[config.mk]
export PLATFORM = sky130hd
export DESIGN_NAME = any1_dmem_ctrl
export DESIGN_NICKNAME = d
export VERILOG_FILES = /design/src/rtl/any1_dmem_ctrl.sv
export SDC_FILE = /design/constraint.sdc
export NUM_CORES = 1
export LEC_CHECK = 0
export CAP_MARGIN = 20
export CORE_ASPECT_RATIO = 2
export CORE_MARGIN = 1.5
export CORE_UTILIZATION = 52
export DETAILED_ROUTE_END_ITERATION = 10
export PLACE_DENSITY = 0.82
export SLEW_MARGIN = 20
export SYNTH_ARGS = -nofsm -noshare
export SYNTH_HDL_FRONTEND = slang
export SYNTH_SLANG_ARGS = --single-unit
[constraint.sdc]
create_clock -name clk -period 4.24 [get_ports clk]
set_input_delay 1.06 -clock clk [delete_from_list [all_inputs] [get_ports clk]]
set_output_delay 1.06 -clock clk [all_outputs]
set_load 0.02 [all_outputs]
[src/rtl/any1_dmem_ctrl.sv]
// ANY-1 data-memory controller: turns an effective address into one or two
// WISHBONE-style bus beats, merges split load data and sign/zero-extends it.
module any1_dmem_ctrl #(
    parameter int AWID = 32,
    parameter int TMO  = 255
) (
    input  logic            clk,
    input  logic            rst,
    input  logic            req,
    output logic            rdy,
    input  logic            st,
    input  logic [1:0]      sz,
    input  logic            uns,
    input  logic [AWID-1:0] ea,
    input  logic [63:0]     sdat,
    output logic            done,
    output logic [63:0]     ldat,
    output logic            fault,
    output logic            cyc_o,
    output logic            stb_o,
    output logic            we_o,
    output logic [7:0]      sel_o,
    output logic [AWID-1:0] adr_o,
    output logic [63:0]     dat_o,
    input  logic            ack_i,
    input  logic            err_i,
    input  logic [63:0]     dat_i
);

    typedef enum logic [1:0] {IDLE, BEAT1, BEAT2, DONE} state_t;

    state_t          state, state_nxt;
    logic            st_r, uns_r, fault_r;
    logic [1:0]      sz_r;
    logic [AWID-1:0] ea_r;
    logic [63:0]     sdat_r, capt;
    logic [15:0]     mask;
    logic [7:0]      tmo_cnt;

    logic [5:0]      lsh;
    logic [6:0]      rsh;
    logic [AWID-1:0] adr_base;
    logic            bus_fail;

    // Byte-lane mask spanning two consecutive 8-byte words.
    function automatic logic [15:0] mask_of(input logic [1:0] s, input logic [2:0] off);
        logic [15:0] base;
        case (s)
            2'd0:    base = 16'h0001;
            2'd1:    base = 16'h0003;
            2'd2:    base = 16'h000F;
            default: base = 16'h00FF;
        endcase
        return base << off;
    endfunction

    function automatic logic [63:0] extend(input logic [63:0] v, input logic [1:0] s, input logic u);
        case (s)
            2'd0:    return {{56{~u & v[7]}},  v[7:0]};
            2'd1:    return {{48{~u & v[15]}}, v[15:0]};
            2'd2:    return {{32{~u & v[31]}}, v[31:0]};
            default: return v;
        endcase
    endfunction

    assign lsh      = {ea_r[2:0], 3'b000};
    assign rsh      = 7'd64 - {1'b0, lsh};
    assign adr_base = {ea_r[AWID-1:3], 3'b000};
    // Error beats acknowledge; a timeout only counts when ack is absent.
    assign bus_fail = err_i || (!ack_i && (tmo_cnt == 8'(TMO - 1)));

    always_ff @(posedge clk) begin
        if (rst) state <= IDLE;
        else     state <= state_nxt;
    end

    always_ff @(posedge clk) begin
        if (rst) begin
            st_r    <= 1'b0;
            uns_r   <= 1'b0;
            sz_r    <= 2'd0;
            ea_r    <= '0;
            sdat_r  <= 64'd0;
            mask    <= 16'd0;
            capt    <= 64'd0;
            fault_r <= 1'b0;
            tmo_cnt <= 8'd0;
        end else begin
            case (state)
                IDLE: if (req) begin
                    st_r    <= st;
                    uns_r   <= uns;
                    sz_r    <= sz;
                    ea_r    <= ea;
                    sdat_r  <= sdat;
                    mask    <= mask_of(sz, ea[2:0]);
                    capt    <= 64'd0;
                    fault_r <= 1'b0;
                    tmo_cnt <= 8'd0;
                end
                BEAT1: begin
                    if (bus_fail) fault_r <= 1'b1;
                    else if (ack_i) begin
                        capt    <= dat_i >> lsh;
                        tmo_cnt <= 8'd0;
                    end else tmo_cnt <= tmo_cnt + 8'd1;
                end
                BEAT2: begin
                    if (bus_fail) fault_r <= 1'b1;
                    else if (ack_i) capt <= capt | (dat_i << rsh);
                    else tmo_cnt <= tmo_cnt + 8'd1;
                end
                default: ;
            endcase
        end
    end

    always_comb begin
        state_nxt = state;
        rdy       = 1'b0;
        done      = 1'b0;
        fault     = 1'b0;
        ldat      = 64'd0;
        cyc_o     = 1'b0;
        stb_o     = 1'b0;
        we_o      = 1'b0;
        sel_o     = 8'd0;
        adr_o     = '0;
        dat_o     = 64'd0;
        case (state)
            IDLE: begin
                rdy = 1'b1;
                if (req) state_nxt = BEAT1;
            end
            BEAT1: begin
                cyc_o = 1'b1;
                stb_o = 1'b1;
                we_o  = st_r;
                adr_o = adr_base;
                sel_o = mask[7:0];
                dat_o = sdat_r << lsh;
                if (bus_fail)   state_nxt = DONE;
                else if (ack_i) state_nxt = (mask[15:8] != 8'd0) ? BEAT2 : DONE;
            end
            BEAT2: begin
                cyc_o = 1'b1;
                stb_o = 1'b1;
                we_o  = st_r;
                adr_o = adr_base + AWID'(8);
                sel_o = mask[15:8];
                dat_o = sdat_r >> rsh;
                if (bus_fail || ack_i) state_nxt = DONE;
            end
            DONE: begin
                done      = 1'b1;
                fault     = fault_r;
                ldat      = (fault_r || st_r) ? 64'd0 : extend(capt, sz_r, uns_r);
                state_nxt = IDLE;
            end
            default: state_nxt = IDLE;
        endcase
    end

endmodule

==> metrics <==
P&R area growth vs syn=28.6%; Combinational Power Share=56.0%; DP Area=19200 µm²; share of synthesized registers carrying an async set or reset=0%; layout cells sized above 1=11.6%; Iter 0 DRT Violations=around 2.1k; commonest non-fill, non-tap cell in the layout=nand2_1; Slew HR=between 20 and 30%; die area=30900 µm²; leakage power=6.95 nW; CTS Buf Count=17; I/O Buffers=339; cell area power density=about 460 nW/µm²; worst hold path type=flip-flop to flip-flop; Slew Viols, Final=0; Synth Area per Inst=7.65 µm²; Routed Antenna Nets=0; Synth Register Bits=190; Net Sw Power=4.47 mW; commonest non-fill, non-tap cells in the layout=nand2_1, clkdlybuf4s50_1, a21oi_1; Flop pwr share=26.8%; gr usage total=between 40% and 50%; vias per inst=6.77; Fill cells=approximately 2.5k; crit path DAT=3190 ps; initial antenna violation count=6; Final Core Density=67.8%; row cnt=between 80 and 90; violated checks=negative setup slack; CTS Buffer Depth=2; clk slew on worst S/H paths=~70 ps; Routability Congestion=1.02; # setup viols final=1; Initial Utilization=52.8%; die width=125 µm; Synth cell types=78; flop2flop setup slack=1180 ps; Clk network pwr share=17.2%; CTS tree=yes; Routed WL=67100 µm; Worst path max stage delay=approximately 700 ps; multi-input logic area=10900 µm²; Synth area leaders=dfxtp_1, nand2_1, mux2i_1, mux4_2, a21oi_1; Setup Skew=14.1 ps; clock latency on the worst-skew pair=470 ps; Critical Path Sink Type=output port; Final Hold Fails=0; Worst-Margin Slew=1070 ps; period utilization=100%; post-DP HPWL=a little under 50000 µm; critical path startpoint category=flip-flop; final worst slack=-14.5 ps; max-cap check violation count=0; status=finished with violations; RSZ-0062 raised after global routing=yes; boundary pin count=343; Sw Share=48.6%; Int Pwr=4.72 mW; DRC Markers=0; critical path class=flip-flop to output port; Seq/Total Area, Yosys=24.5%; largest net degree at the start of global routing=between 100 and 150; vias post-DR=17.9k; post-synthesis cell count=2029; Post-synth top flop=dfxtp_1; Die Y=247 µm; Storage cell area=about 3800 µm²; Crit-path slowest cell=clkdlybuf4s50_1; Critical Path RT=3180 ps; vias in the first global route=approximately 17k; crit path cell chain=clkinv_1 > ha_4 > nor2b_1 > o21ai_1 > nor3b_1 > o22ai_1 > a21oi_1 > clkdlybuf4s50_1; CTS Hold Buffers Added=0; core area=roughly 29000 µm²; final instance area=19900 µm²; H-Tree Depth=4; Synth Warn #=0; fin nets=2446; first-pass GRT wire length=102000 µm; crit path max fanout=7; CTS sink count=190; Post-synth EDFFs=0; Max Fclk=235 MHz; grt ovf=0; peak supply drop=0.000420 V; WL per Instance=25.3 µm; post-synth top area cell=dfxtp_1; clk root buf=clkbuf_16; Final Critical Period=about 4300 ps; top-area cell type share of the netlist area=24.5%; Post-Synthesis Cell Area=roughly 16000 µm²; total iterations of the first detailed-routing run=6
==> path summary, 6_finish.rpt <==
check | from | end | cells past startpoint
worst max-delay path | ea_r[1] | dat_o[27] | 8
worst min-delay path | capt[18] | capt[18] | 2
worst max register to register | state[1] | capt[13] | 8
worst min register to register | capt[18] | capt[18] | 2
==> cells in the mapped netlist, types with 35 or more instances <==
master,number
mux2_2,45
mux2i_1,142
nor2_1,79
a21oi_1,254
mux4_2,62
a211oi_1,41
clkbuf_1,111
o21ai_0,121
nand2_1,431
buf_2,61
o21a_1,35
dfxtp_1,190
==> cells by family after synthesis <==
family | synth area share, %
mux | 21.4
compound gates | 27.6
flops | 24.5
other cells | 0.0242
fa+ha+maj | 0.710
xor+xnor | 0.226
simple gates | 19.5
buf+inv | 5.92
==> repair_timing <==
| action | 4_1_cts | 5_1_grt |
|---|---|---|
| endpoints found under the setup margin | 25 | 67 |
| pin swaps | 1 | 0 |
| buffers inserted | 3 | 0 |
| endpoints found under the hold margin | 0 | 0 |
| gates resized for setup | 10 | 33 |
==> metal layers <==
layer | wire length, µm | GRT usage, % | vias up
met5 | 0 | 0 | -
met4 | 6810 | 37.3 | 0
met3 | 5330 | 8.18 | 372
met2 | 33100 | 72.3 | 1223
met1 | 21800 | 44.3 | 8338
li1 | - | - | 7988
==> critical path, delay by kind of cell (launching register included) <==
family                     cells  cell delay, ps
buffers and inverters          2             820
AOI/OAI and AO/OA              3             810
and+or+nand+nor                2             440
DFF                            1             370
adders and majority gates      1             310
==> per-stage QoR <==
step	TNS [ps]	power, mW	setup WS [ps]	hold slack, ps	instances
final	-14.5	9.19	-14.5	459	2649
after global routing	-34.8	9.59	-30.4	480	2648
after CTS	0	9.00	16.2	461	2646
after detailed placement	0	7.40	379	444	2611
after global placement	0	7.34	434	436	2611
after floorplan	0	5.60	183	425	2031
==> area by class of cell <==
cell class / instances / area share (%)
diodes: 3 / 0.0376
clock buffers: 17 / 2.13
clock inverters: 15 / 0.671
inverters: 14 / 0.270
multi-input cells: 1629 / 54.8
flip-flops and latches: 190 / 19.1
well taps: 364 / 2.28
repair buffers: 417 / 20.7
==> power by group through the flow <==
stage                     clock, mW  combinational, mW  sequential [mW]
after floorplan                   0               3.31             2.29
after global placement            0               4.88             2.46
after detailed placement          0               4.92             2.47
after CTS                      1.59               4.98             2.43
after global routing           1.65               5.45             2.49
final                          1.58               5.14             2.46
==> sequential cells by signal (all words and copies together) (netlist names) <==
name     flops
capt        64
ea_r        32
fault_r      1
mask        15
sdat_r      64
st_r         1
state        2
sz_r         2
tmo_cnt      8
uns_r        1
Power figures use the tool's default switching activity.
